<file path="config.mk">
export PLATFORM = sky130hd
export DESIGN_NAME = dead_time_inserter
export DESIGN_NICKNAME = d
export VERILOG_FILES = /design/src/rtl/dead_time_pkg.sv /design/src/rtl/dead_time_leg.sv /design/src/rtl/dead_time_inserter.sv
export SDC_FILE = /design/constraint.sdc
export NUM_CORES = 1
export LEC_CHECK = 0
export ABC_CLOCK_PERIOD_IN_PS = 2950
export CAP_MARGIN = 20
export CORE_MARGIN = 4
export CORE_UTILIZATION = 50
export CTS_BUF_LIST = sky130_fd_sc_hd__clkbuf_16
export DETAILED_ROUTE_END_ITERATION = 16
export MAX_ROUTING_LAYER = met4
export PLACE_DENSITY_LB_ADDON = 0.1
export SLEW_MARGIN = 20
export SYNTH_ARGS = -nofsm -noshare
export SYNTH_HDL_FRONTEND = slang
export SYNTH_SLANG_ARGS = --single-unit
</file>
<file path="constraint.sdc">
create_clock -name clk -period 2.95 [get_ports clk]
set_clock_uncertainty 0.15 [all_clocks]
set_input_delay 0.59 -clock clk [delete_from_list [all_inputs] [get_ports clk]]
set_output_delay 0.59 -clock clk [all_outputs]
set_load 0.02 [all_outputs]
</file>
<file path="src/rtl/dead_time_pkg.sv">
// Shared types and constants for the three-leg gate-drive dead-time inserter.
package dead_time_pkg;

  typedef enum logic [1:0] {
    IDLE = 2'd0,
    DEAD = 2'd1,
    HI   = 2'd2,
    LO   = 2'd3
  } leg_state_t;

  localparam int DT_MIN = 1;

endpackage

</file>
<file path="src/rtl/dead_time_leg.sv">
// One inverter leg: complementary high/low gate drive with a programmable
// both-off interval at every switch-over; gates are registered from next state.
module dead_time_leg #(
  parameter int CNT_W = 8
) (
  input  logic             clk,
  input  logic             rst,
  input  logic             v,
  input  logic             shutdown,
  input  logic [CNT_W-1:0] dt_cycles,
  output logic             h,
  output logic             l
);
  import dead_time_pkg::*;

  leg_state_t       state, state_n;
  logic [CNT_W-1:0] cnt, cnt_n;
  logic [CNT_W-1:0] dt_load;
  logic             v_q;

  assign dt_load = (dt_cycles < CNT_W'(DT_MIN)) ? CNT_W'(DT_MIN) : dt_cycles;

  always_comb begin
    state_n = state;
    cnt_n   = cnt;
    if (shutdown) begin
      state_n = IDLE;
      cnt_n   = '0;
    end else begin
      case (state)
        IDLE: begin
          state_n = DEAD;
          cnt_n   = dt_load;
        end
        HI: if (!v) begin
          state_n = DEAD;
          cnt_n   = dt_load;
        end
        LO: if (v) begin
          state_n = DEAD;
          cnt_n   = dt_load;
        end
        DEAD: begin
          // Any movement of V restarts the interval, so short pulses are swallowed.
          if (v != v_q) begin
            cnt_n = dt_load;
          end else if (cnt == CNT_W'(1)) begin
            state_n = v ? HI : LO;
            cnt_n   = '0;
          end else begin
            cnt_n = cnt - CNT_W'(1);
          end
        end
        default: begin
          state_n = IDLE;
          cnt_n   = '0;
        end
      endcase
    end
  end

  always_ff @(posedge clk or posedge rst) begin
    if (rst) begin
      state <= IDLE;
      cnt   <= '0;
      v_q   <= 1'b0;
      h     <= 1'b0;
      l     <= 1'b0;
    end else begin
      state <= state_n;
      cnt   <= cnt_n;
      v_q   <= v;
      h     <= (state_n == HI);
      l     <= (state_n == LO);
    end
  end

endmodule

</file>
<file path="src/rtl/dead_time_inserter.sv">
// Three-phase dead-time inserter with run enable and sticky fault shutdown.
// Optional DEAD_TIME_SYNC_EN adds two-flop synchronizers on V and fault inputs.
module dead_time_inserter #(
  parameter int CNT_W = 8
) (
  input  logic             clk,
  input  logic             rst,
  input  logic             en,
  input  logic             fault,
  input  logic             fault_clr,
  input  logic [CNT_W-1:0] dt_cycles,
  input  logic             Va,
  input  logic             Vb,
  input  logic             Vc,
  output logic             Ga_h,
  output logic             Ga_l,
  output logic             Gb_h,
  output logic             Gb_l,
  output logic             Gc_h,
  output logic             Gc_l,
  output logic             fault_latched
);
  import dead_time_pkg::*;

  logic [2:0] v_s;
  logic       fault_s;
  logic       clr_s;
  logic       shutdown;

`ifdef DEAD_TIME_SYNC_EN
  logic [4:0] sync1, sync2;

  always_ff @(posedge clk or posedge rst) begin
    if (rst) begin
      sync1 <= '0;
      sync2 <= '0;
    end else begin
      sync1 <= {fault_clr, fault, Vc, Vb, Va};
      sync2 <= sync1;
    end
  end

  assign {clr_s, fault_s, v_s} = sync2;
`else
  assign v_s     = {Vc, Vb, Va};
  assign fault_s = fault;
  assign clr_s   = fault_clr;
`endif

  // Fault dominates a simultaneous clear.
  always_ff @(posedge clk or posedge rst) begin
    if (rst)
      fault_latched <= 1'b0;
    else if (fault_s)
      fault_latched <= 1'b1;
    else if (clr_s)
      fault_latched <= 1'b0;
  end

  assign shutdown = ~en | fault_s | fault_latched;

  dead_time_leg #(.CNT_W(CNT_W)) u_leg_a (
    .clk(clk), .rst(rst), .v(v_s[0]), .shutdown(shutdown),
    .dt_cycles(dt_cycles), .h(Ga_h), .l(Ga_l)
  );

  dead_time_leg #(.CNT_W(CNT_W)) u_leg_b (
    .clk(clk), .rst(rst), .v(v_s[1]), .shutdown(shutdown),
    .dt_cycles(dt_cycles), .h(Gb_h), .l(Gb_l)
  );

  dead_time_leg #(.CNT_W(CNT_W)) u_leg_c (
    .clk(clk), .rst(rst), .v(v_s[2]), .shutdown(shutdown),
    .dt_cycles(dt_cycles), .h(Gc_h), .l(Gc_l)
  );

endmodule

</file>
==> key figures <==
Setup path
  • Path depth of the worst reg2reg path: 7
  • Worst EP arrival: 2.49 ns
  • Crit. End Element: flop
  • Max incr delay on CP: 0.54 ns
  • WP buf/inv: 1
  • Cell family with most CP delay: simple AND/OR/NAND/NOR gates
  • Type of the worst setup path: input port to flop
  • CP max-delay cell: clkdlybuf4s50_1
  • WP data required: 2.99 ns
  • Worst Setup Start Kind: input port
  • Reg-to-reg critical path endpoint: u_leg_c.cnt[3]
  • Setup crit end: u_leg_a.cnt[2]
  • CP startpoint: Va
  • CP Depth: 6
  • R2R Path Start: u_leg_c.cnt[1]
  • Crit Path Max Fanout: 8
  • R2R setup slack: 0.78 ns
  • CP Cell Sequence: clkdlybuf4s50_1 -> xor2_1 -> or3_1 -> nor2_1 -> a21oi_1 -> o32ai_1

Global routing
  • First-pass GRT wire length: 9273 um
  • GRT Resource Usage Total: 20.20%
  • Total gr overflow: 0
  • Largest net degree at the start of global routing: 41
  • Vias in the first global route: 1,984
  • Initial antenna violation count: 0

Timing
  • Relative slew slack: 66.35%
  • Period utilization: 82.98%
  • Final setup TNS: 0 ns
  • Max-slew violations: 0
  • Slew @ Worst Pin: 0.5047 ns
  • Final Hold Violating Endpoints: 0
  • Fmax: 408.5 MHz
  • Unrepaired setup endpoints after global routing: false
  • Crit path time final: 2.448 ns
  • Final setup viols: 0

Power and ir drop
  • Internal: 1.022 mW
  • Net Sw Frac: 23.01%
  • Max VDD drop: 352.9 uV
  • Comb pwr share: 11.4%
  • Power per cell area: 475.3 mW/mm^2
  • Switch Pwr: 305.4 uW
  • Total power: 1.327 mW
  • Seq pwr share: 43.4%
  • Leak: 1.184 nW
  • Clk pwr share: 45.3%

Floorplan
  • Core area: 0.004444 sq mm
  • Die area: 0.005844 sq mm
  • Num rows: 24
  • Initial Util: 52.70%
  • Die W: 76.45 um
  • # IOs: 23
  • Die Y: 76.45 um

Routing
  • Pre-antenna DRT Iters: 5
  • Drt via density: 6.292
  • DRC marker count from the first detailed-route iteration: 291
  • Vias after detailed routing: 2,158
  • WL final: 5555 um
  • DR DRC count: 0
  • ANT nets after route: 0
  • WL/cell: 16.20 um

Placement
  • Routability Congestion: 0.8783
  • Count of buffers from port buffering: 22
  • Dpl cell area: 0.002629 sq mm
  • HPWL after DPL: 3884 um

Finish
  • Commonest non-fill, non-tap cells in the layout: 40 x dfrtp_1, 28 x a21oi_1, 23 x nand2_1
  • Layout cell share with drive strength beyond 1: 7.560%
  • # nets final: 312
  • Multi-input logic area: 0.001234 sq mm
  • Most common cell after layout, fill and taps aside: dfrtp_1
  • Antenna fix cells: 0
  • Register Area: 0.001001 sq mm
  • # fillers: 364
  • Layout area overhead: 19.23%
  • Cell area after layout: 0.002793 sq mm

Yosys
  • Mapped Avg Cell Area: 8.839 sq um
  • Netlist cell types: 57
  • Dominant cells by area after synthesis: dfrtp_1 43%, a21oi_1 6.0%, nand2_1 3.7%
  • Sequential fraction of the synthesis area: 42.74%
  • Synth warnings: 0
  • Number of synthesized register bits: 40
  • Dominant cell type by area after synthesis: dfrtp_1
  • Mapped Nets: 287
  • Yosys top cell area share: 42.74%
  • Cell count after synthesis: 265
  • Synth Flop Type: dfrtp_1
  • Post-Synthesis Cell Area: 0.002342 sq mm
  • Ys async rst share: 100.0%
  • Post-synth EDFFs: 0

Clocking
  • Clock slew at reported path FFs: 0.06 ns
  • CTS Root Buffer Type: clkbuf_16
  • Post-CTS setup buffers: 0
  • Post-CTS sizing: 0
  • Clock buffer depth: 2
  • TritonCTS clock tree: built
  • Clk_lat worst skew: 0.28 ns
  • Num CTS Buffers: 5
  • CTS hold repair buffers: 0
  • Num Clock Sinks: 40
  • CTS H-tree depth: 2

Job
  • Max Cap Violations: 0

Outcome
  • Status: completed

Hold path
  • Hold/Removal Path Class: flop to flop
[through the flow]
step / utilization [%] / hold WS (ns) / setup WS (ns) / instances
6_report: 62.84 / 0.3613 / 0.5022 / 343
5_1_grt: 62.84 / 0.3983 / 0.4422 / 343
4_1_cts: 62.84 / 0.3703 / 0.5481 / 343
3_5_place_dp: 59.15 / 0.3546 / 0.2488 / 335
3_3_place_gp: 59.15 / 0.3483 / 0.3268 / 335
2_1_floorplan: - / 0.3513 / 0.9420 / 265
[cell usage after synthesis (all sizes together), types with 2 or more instances]
master	instances
or4	4
o32ai	2
o31ai	2
a221oi	3
a2111oi	2
dfrtp	40
a22oi	3
nand2	24
nor3	15
clkbuf	6
xor2	5
a21oi	28
nand3	7
inv	19
or3	4
a31oi	3
nor4b	2
o21ai	18
nor4	7
a32oi	3
and3	3
nor2	21
or4b	2
buf	3
nand2b	4
o211ai	2
and2	4
o2111ai	2
o22ai	5
ha	6
xnor2	2
[power by group through the flow]
stage,combinational [mW],clock (mW),sequential (mW)
global placement,0.149,0,0.585
detailed placement,0.150,0,0.585
finish,0.151,0.601,0.575
floorplan,0.0958,0,0.583
CTS,0.151,0.616,0.575
global route,0.167,0.650,0.577
[worst min path at each step]
stage | slack, ns | cells after the start | startpoint | to
2_1_floorplan | 0.35 | 1 | u_leg_b.cnt[1] | u_leg_b.cnt[1]
3_3_place_gp | 0.35 | 1 | fault_latched | fault_latched
3_5_place_dp | 0.35 | 1 | fault_latched | fault_latched
4_1_cts | 0.37 | 1 | fault_latched | fault_latched
5_1_grt | 0.40 | 1 | fault_latched | fault_latched
6_report | 0.36 | 1 | fault_latched | fault_latched
[cell families after synthesis]
group	Yosys count	synth area share (%)
mux	2	0.9081
simple gates	101	23.02
buf+inv	28	4.594
flops	40	42.74
xor+xnor	7	2.618
compound gates	81	22.92
fa+ha+maj	6	3.205
[state kept, by name (all words and copies together), names as in the netlist]
register / cells
u_leg_b.l: 1
u_leg_b.v_q: 1
u_leg_a.v_q: 1
u_leg_b.h: 1
u_leg_a.h: 1
u_leg_a.cnt: 8
u_leg_c.h: 1
fault_latched: 1
u_leg_c.cnt: 8
u_leg_a.l: 1
u_leg_c.state: 2
u_leg_b.state: 2
u_leg_c.v_q: 1
u_leg_c.l: 1
u_leg_b.cnt: 8
u_leg_a.state: 2
[per-layer routing]
metal	global-route usage, %	wire length (um)	vias up
met5	-	0	-
met3	4.255	356	21
met4	8.877	165	0
li1	-	-	1037
met2	30.67	2545	92
met1	26.07	2487	1008
[final cells by class]
class | count | area share, %
clock buffer | 5 | 4.480
clock inverter | 3 | 1.389
inverter | 19 | 2.554
multi-input combinational | 197 | 44.18
sequential | 40 | 35.84
tap | 52 | 2.330
timing repair buffer | 27 | 9.229
No activity file was read; power rests on OpenSTA's default activity.
